[src/rtl/pipe_ctrl_pkg.sv]
// Shared encodings for the pipeline controller: stall hold vectors,
// controller state encoding and common bus constants.
package pipe_ctrl_pkg;

    localparam int RegBusW = 32;
    typedef logic [RegBusW-1:0] reg_bus_t;

    localparam reg_bus_t ZeroWord  = '0;
    localparam logic     RstEnable = 1'b1;
    localparam logic     Stop      = 1'b1;
    localparam logic     NoStop    = 1'b0;

    // Hold vector bit order: [0] pc, [1] if_id, [2] id_ex, [3] ex_mem, [4] mem_wb, [5] wb
    typedef logic [5:0] stall_vec_t;

    localparam stall_vec_t StallNone = 6'b000000;
    localparam stall_vec_t StallId   = 6'b000111;
    localparam stall_vec_t StallEx   = 6'b001111;
    localparam stall_vec_t StallMem  = 6'b011111;

    typedef enum logic {
        CtrlRun   = 1'b0,
        CtrlFlush = 1'b1
    } ctrl_state_e;

    // The deepest requesting stage wins: a MEM wait must also freeze everything upstream.
    function automatic stall_vec_t stall_encode(input logic req_id,
                                                input logic req_ex,
                                                input logic req_mem);
        stall_vec_t v;
        if (req_mem == Stop) begin
            v = StallMem;
        end else if (req_ex == Stop) begin
            v = StallEx;
        end else if (req_id == Stop) begin
            v = StallId;
        end else begin
            v = StallNone;
        end
        return v;
    endfunction

endpackage

[src/rtl/pipe_ctrl_wdt.sv]
// MEM-wait watchdog: counts consecutive stalled-on-MEM cycles and emits a
// single-cycle expiry when the count would reach TIMEOUT.
module pipe_wdt
    import pipe_ctrl_pkg::*;
#(
    parameter int WDT_W   = 8,
    parameter int TIMEOUT = 255
) (
    input  logic clk,
    input  logic rst,
    input  logic stallreq_mem_i,
    input  logic clr_i,
    output logic expire_o
);

    localparam logic [WDT_W-1:0] LastCnt = WDT_W'(TIMEOUT - 1);

    logic [WDT_W-1:0] cnt_q;
    logic [WDT_W-1:0] cnt_d;

    // Next count and expiry; expiry restarts the count so a stuck bus re-arms cleanly.
    always_comb begin
        expire_o = 1'b0;
        cnt_d    = cnt_q;
        if (clr_i || !stallreq_mem_i) begin
            cnt_d = '0;
        end else if (cnt_q == LastCnt) begin
            expire_o = 1'b1;
            cnt_d    = '0;
        end else begin
            cnt_d = cnt_q + 1'b1;
        end
    end

    // Count register with synchronous reset.
    always_ff @(posedge clk) begin
        if (rst == RstEnable) begin
            cnt_q <= '0;
        end else begin
            cnt_q <= cnt_d;
        end
    end

endmodule

[src/rtl/pipe_ctrl.sv]
// Pipeline controller: merges stage stall requests into the hold vector,
// sequences exception / timeout flushes with a PC redirect, and keeps a
// saturating count of PC-stalled cycles.
//
// state     | meaning
// ----------+-----------------------------------------------------------
// CtrlRun   | normal operation, stall requests honoured, watchdog armed
// CtrlFlush | flush asserted, stalls ignored, counter sets window length
module pipe_ctrl
    import pipe_ctrl_pkg::*;
#(
    parameter int       FLUSH_CYCLES = 1,
    parameter int       WDT_W        = 8,
    parameter int       TIMEOUT      = 255,
    parameter reg_bus_t TIMEOUT_VEC  = 32'h0000_0040
) (
    input  logic        clk,
    input  logic        rst,
    input  logic        stallreq_id,
    input  logic        stallreq_ex,
    input  logic        stallreq_mem,
    input  logic        flush_req,
    input  logic [31:0] exc_vec,
    input  logic        perf_clr,
    output logic [5:0]  stall,
    output logic        flush,
    output logic [31:0] new_pc,
    output logic        timeout,
    output logic [31:0] stall_cycles
);

    localparam int FcW = 4;
    localparam logic [FcW-1:0] FlushLoad = FcW'(FLUSH_CYCLES);

    ctrl_state_e      state_q, state_d;
    logic [FcW-1:0]   fcnt_q, fcnt_d;
    reg_bus_t         new_pc_q, new_pc_d;
    logic             timeout_q, timeout_d;
    reg_bus_t         stall_cycles_q;
    logic             wdt_clr;
    logic             wdt_expire;

    // Any flush activity restarts the MEM-wait measurement.
    assign wdt_clr = (state_q == CtrlFlush) || flush_req;

    pipe_wdt #(
        .WDT_W   (WDT_W),
        .TIMEOUT (TIMEOUT)
    ) u_wdt (
        .clk            (clk),
        .rst            (rst),
        .stallreq_mem_i (stallreq_mem),
        .clr_i          (wdt_clr),
        .expire_o       (wdt_expire)
    );

    // State, flush counter, redirect PC and timeout pulse registers.
    always_ff @(posedge clk) begin
        if (rst == RstEnable) begin
            state_q   <= CtrlRun;
            fcnt_q    <= '0;
            new_pc_q  <= ZeroWord;
            timeout_q <= 1'b0;
        end else begin
            state_q   <= state_d;
            fcnt_q    <= fcnt_d;
            new_pc_q  <= new_pc_d;
            timeout_q <= timeout_d;
        end
    end

    // Next-state logic; an exception request always beats a coincident watchdog expiry.
    always_comb begin
        state_d   = state_q;
        fcnt_d    = fcnt_q;
        new_pc_d  = new_pc_q;
        timeout_d = 1'b0;
        unique case (state_q)
            CtrlRun: begin
                if (flush_req) begin
                    state_d  = CtrlFlush;
                    fcnt_d   = FlushLoad;
                    new_pc_d = exc_vec;
                end else if (wdt_expire) begin
                    state_d   = CtrlFlush;
                    fcnt_d    = FlushLoad;
                    new_pc_d  = TIMEOUT_VEC;
                    timeout_d = 1'b1;
                end
            end
            CtrlFlush: begin
                if (flush_req) begin
                    fcnt_d   = FlushLoad;
                    new_pc_d = exc_vec;
                end else if (fcnt_q == FcW'(1)) begin
                    state_d = CtrlRun;
                    fcnt_d  = '0;
                end else begin
                    fcnt_d = fcnt_q - 1'b1;
                end
            end
            default: begin
                state_d = CtrlRun;
                fcnt_d  = '0;
            end
        endcase
    end

    // Outputs: stall is combinational so stage registers hold in the requesting cycle.
    always_comb begin
        flush   = (state_q == CtrlFlush);
        new_pc  = new_pc_q;
        timeout = timeout_q;
        stall   = StallNone;
        if ((rst != RstEnable) && (state_q == CtrlRun)) begin
            stall = stall_encode(stallreq_id, stallreq_ex, stallreq_mem);
        end
    end

    // Saturating count of PC-stalled cycles; clear beats increment.
    always_ff @(posedge clk) begin
        if (rst == RstEnable) begin
            stall_cycles_q <= ZeroWord;
        end else if (perf_clr) begin
            stall_cycles_q <= ZeroWord;
        end else if (stall[0] && (stall_cycles_q != '1)) begin
            stall_cycles_q <= stall_cycles_q + 1'b1;
        end
    end

    assign stall_cycles = stall_cycles_q;

endmodule
[config.mk]
export PLATFORM = sky130hd
export DESIGN_NAME = pipe_ctrl
export DESIGN_NICKNAME = d
export VERILOG_FILES = /design/src/rtl/pipe_ctrl_pkg.sv /design/src/rtl/pipe_ctrl_wdt.sv /design/src/rtl/pipe_ctrl.sv
export SDC_FILE = /design/constraint.sdc
export NUM_CORES = 1
export LEC_CHECK = 0
export ABC_AREA = 0
export BUFFER_PORTS_ARGS = -buffer_cell sky130_fd_sc_hd__buf_2
export CORE_ASPECT_RATIO = 2
export CORE_MARGIN = 2
export CORE_UTILIZATION = 45
export DETAILED_ROUTE_END_ITERATION = 7
export PLACE_DENSITY = 0.81
export SLEW_MARGIN = 20
export SYNTH_ARGS = -nofsm -noshare
export SYNTH_HDL_FRONTEND = slang
export SYNTH_SLANG_ARGS = --single-unit
[constraint.sdc]
create_clock -name clk -period 5.97 [get_ports clk]
set_input_delay 0.597 -clock clk [delete_from_list [all_inputs] [get_ports clk]]
set_output_delay 0.597 -clock clk [all_outputs]
set_load 0.02 [all_outputs]
==> flow_summary.ini <==
[setup_path]
crit_required_ps = 6170
worstReg2RegEnd = stall_cycles[21]
ff2ff_path_depth = 6
setup.worst_path.class = in -> reg
r2r_slack_ps = 3490
worstSetupEndpointType = flop
crit_arrival_ps = 2720
reg2reg_from = stall_cycles[0]
worstSetupStartpointType = primary input
cp_max_fo = 36

[drt]
drc = 0
dr_total_vias = 3560
ant_nets = 0
first_pass_iters = 4
wirelength_um = 8858
viasPerCell = 5.723
initialDrtViolationCount = 256
wl_per_cell_um = 14.24

[cts]
ctsLongestPathBuffers = 2
clock-sinks = 78
ctsHoldBuffers = 0
cts_resized = 0
clkTransAtPathRegs_ps = 60
cts_made_buffers = 9
clkLatencyLatePin_ps = 320
h-tree-depth = 3
root_buffer = clkbuf_16
cts_setup_buffers = 0
cts_tree = built

[synth]
ys_types = 47
ys.flop_type = dfxtp_1
synth-warning-count = 0
synth_largest_area_cell = dfxtp_1
syn_avg_cell_area_sq_um = 8.216
synth_most_common_cell = dfxtp_1
synth.top_cell.area_share = 0.4430
syn_nets = 473
synth-seq-area-share = 0.4430
synthTopCellsByCount = dfxtp_1 (78), a21oi_1 (63), nand2_1 (49), nand3_1 (48), nor2_1 (27)
ys_ff_latch = 78
async_reset_ff_frac = 0
netlist_area_sq_mm = 0.003525
netlist_instances = 429
synth_edf_count = 0
ys_top_cells_by_area = dfxtp_1 (44%), a21oi_1 (8.9%), nand3_1 (6.8%)

[die]
die_w_um = 66.58
die_h_um = 129.2
initial_core_util = 0.4637
io_pins = 111
rows = 45
core_area_sq_mm = 0.007601
die-area_sq_mm = 0.008599

[global_route]
antenna_found_initial = 0
grt_max_degree = 44
grtUsageTotal = 0.2164
grt_pass1_vias = 3373
grt_pass1_wl_um = 14670
grt-ovfl-total = 0

[placement]
placed_area_sq_mm = 0.004058
port_buffers = 109
globalplace.congestion = 0.8430
dpl.hpwl_um = 6451

[flow_run]
cap_violations = 0

[timing]
finalSetupViolCount = 0
skew_ps = 5.308
rsz0062_at_grt = false
tns_ps = 0
fin_crit_sh = 0.4219
worstMarginPinSlew_ps = 925.0
fmax_mhz = 397.0
min_period_ps = 2519
drv_slew = 0
slew_headroom = 0.3795
finalHoldViolCount = 0

[finish]
drive_gt1_frac = 0.2689
syn_to_final_growth_pct = 24.07
fin_nets = 567
diodes = 0
stdcell_area_sq_mm = 0.004373

[outcome]
status = complete, no violations

[min_path]
worstHoldStart = new_pc[28]
hold_path_end = new_pc[28]
hp-class = reg -> reg
holdPathStages = 2

[power_and_ir_drop]
ir_worst_vdd_uv = 203.5
power.density_mw_per_mm2 = 278.6
power_leakage_nw = 1.772
## area by class of cell
class	count	area, sq um
clock buffers	10	229.0
clock inverters	6	86.33
fillers	712	3228
inverters	8	30.03
multi-input cells	316	1795
flip-flops and latches	78	1562
well taps	94	117.6
repair buffers	110	553.0
## power breakdown
part / total [mW] / switching [mW] / internal, mW
registers: 0.545 / 0.0100 / 0.535
logic: 0.0996 / 0.0647 / 0.0349
clock network: 0.574 / 0.208 / 0.365
## metal layers
metal,GRT usage,routed length (um),vias up
met1,0.2153,3384,1693
li1,-,-,1734
met3,0.05469,393,12
met2,0.4071,4934,121
met4,0.09484,146,0
met5,0,0,-
## cells in the final DEF, fill, tap and decap left out, types with 6 or more instances in the layout
cell	count
nor3_1	7
o21ai_1	14
or4_1	6
nand2_1	49
nand3_1	48
inv_1	7
clkbuf_16	9
dfxtp_1	78
o31ai_1	7
or3_1	17
buf_2	109
a21oi_1	63
nand4_1	15
nor2_1	27
xor2_1	6
## sequential cells by signal, indices dropped and copies added (netlist names)
register      count
fcnt_q            4
flush             1
u_wdt.cnt_q       8
timeout           1
stall_cycles     32
new_pc           32
## worst max path at each step
stage,endpoint,from,slack (ps)
after floorplan,stall_cycles[28],rst,3710
after global placement,u_wdt.cnt_q[5],flush_req,3190
after detailed placement,u_wdt.cnt_q[4],flush_req,3120
after CTS,u_wdt.cnt_q[4],flush_req,3460
after global routing,u_wdt.cnt_q[4],flush_req,3200
final,u_wdt.cnt_q[4],flush_req,3450
## through the flow
stage,utilization,cells,setup slack [ps],power (mW),hold slack [ps]
after floorplan,-,429,3711,0.6247,452.6
after global placement,0.5338,606,3193,0.6541,451.2
after detailed placement,0.5338,606,3118,0.6571,457.6
after CTS,0.5753,622,3458,1.235,465.3
after global routing,0.5753,622,3197,1.270,490.2
final,0.5753,622,3451,1.218,463.2
## critical path: stages
cell	delay, ps
buf_2	490
clkinv_1	930
nand3_1	580
nor2_1	100
## kinds of logic (layout without fill, tap and decap cells)
kind of cell / Yosys count / count (layout) / synth area share
buffers and inverters: 35 / 134 / 0.04757
AO/OA/AOI/OAI: 99 / 99 / 0.1562
XOR/XNOR: 8 / 8 / 0.01988
multiplexers: 3 / 3 / 0.008875
flip-flops: 78 / 78 / 0.4430
adder cells (fa/ha/maj): 5 / 5 / 0.01775
AND/OR/NAND/NOR: 200 / 200 / 0.3056
other: 1 / 1 / 0.001064
Note: power is estimated with default switching activity, not from simulation.
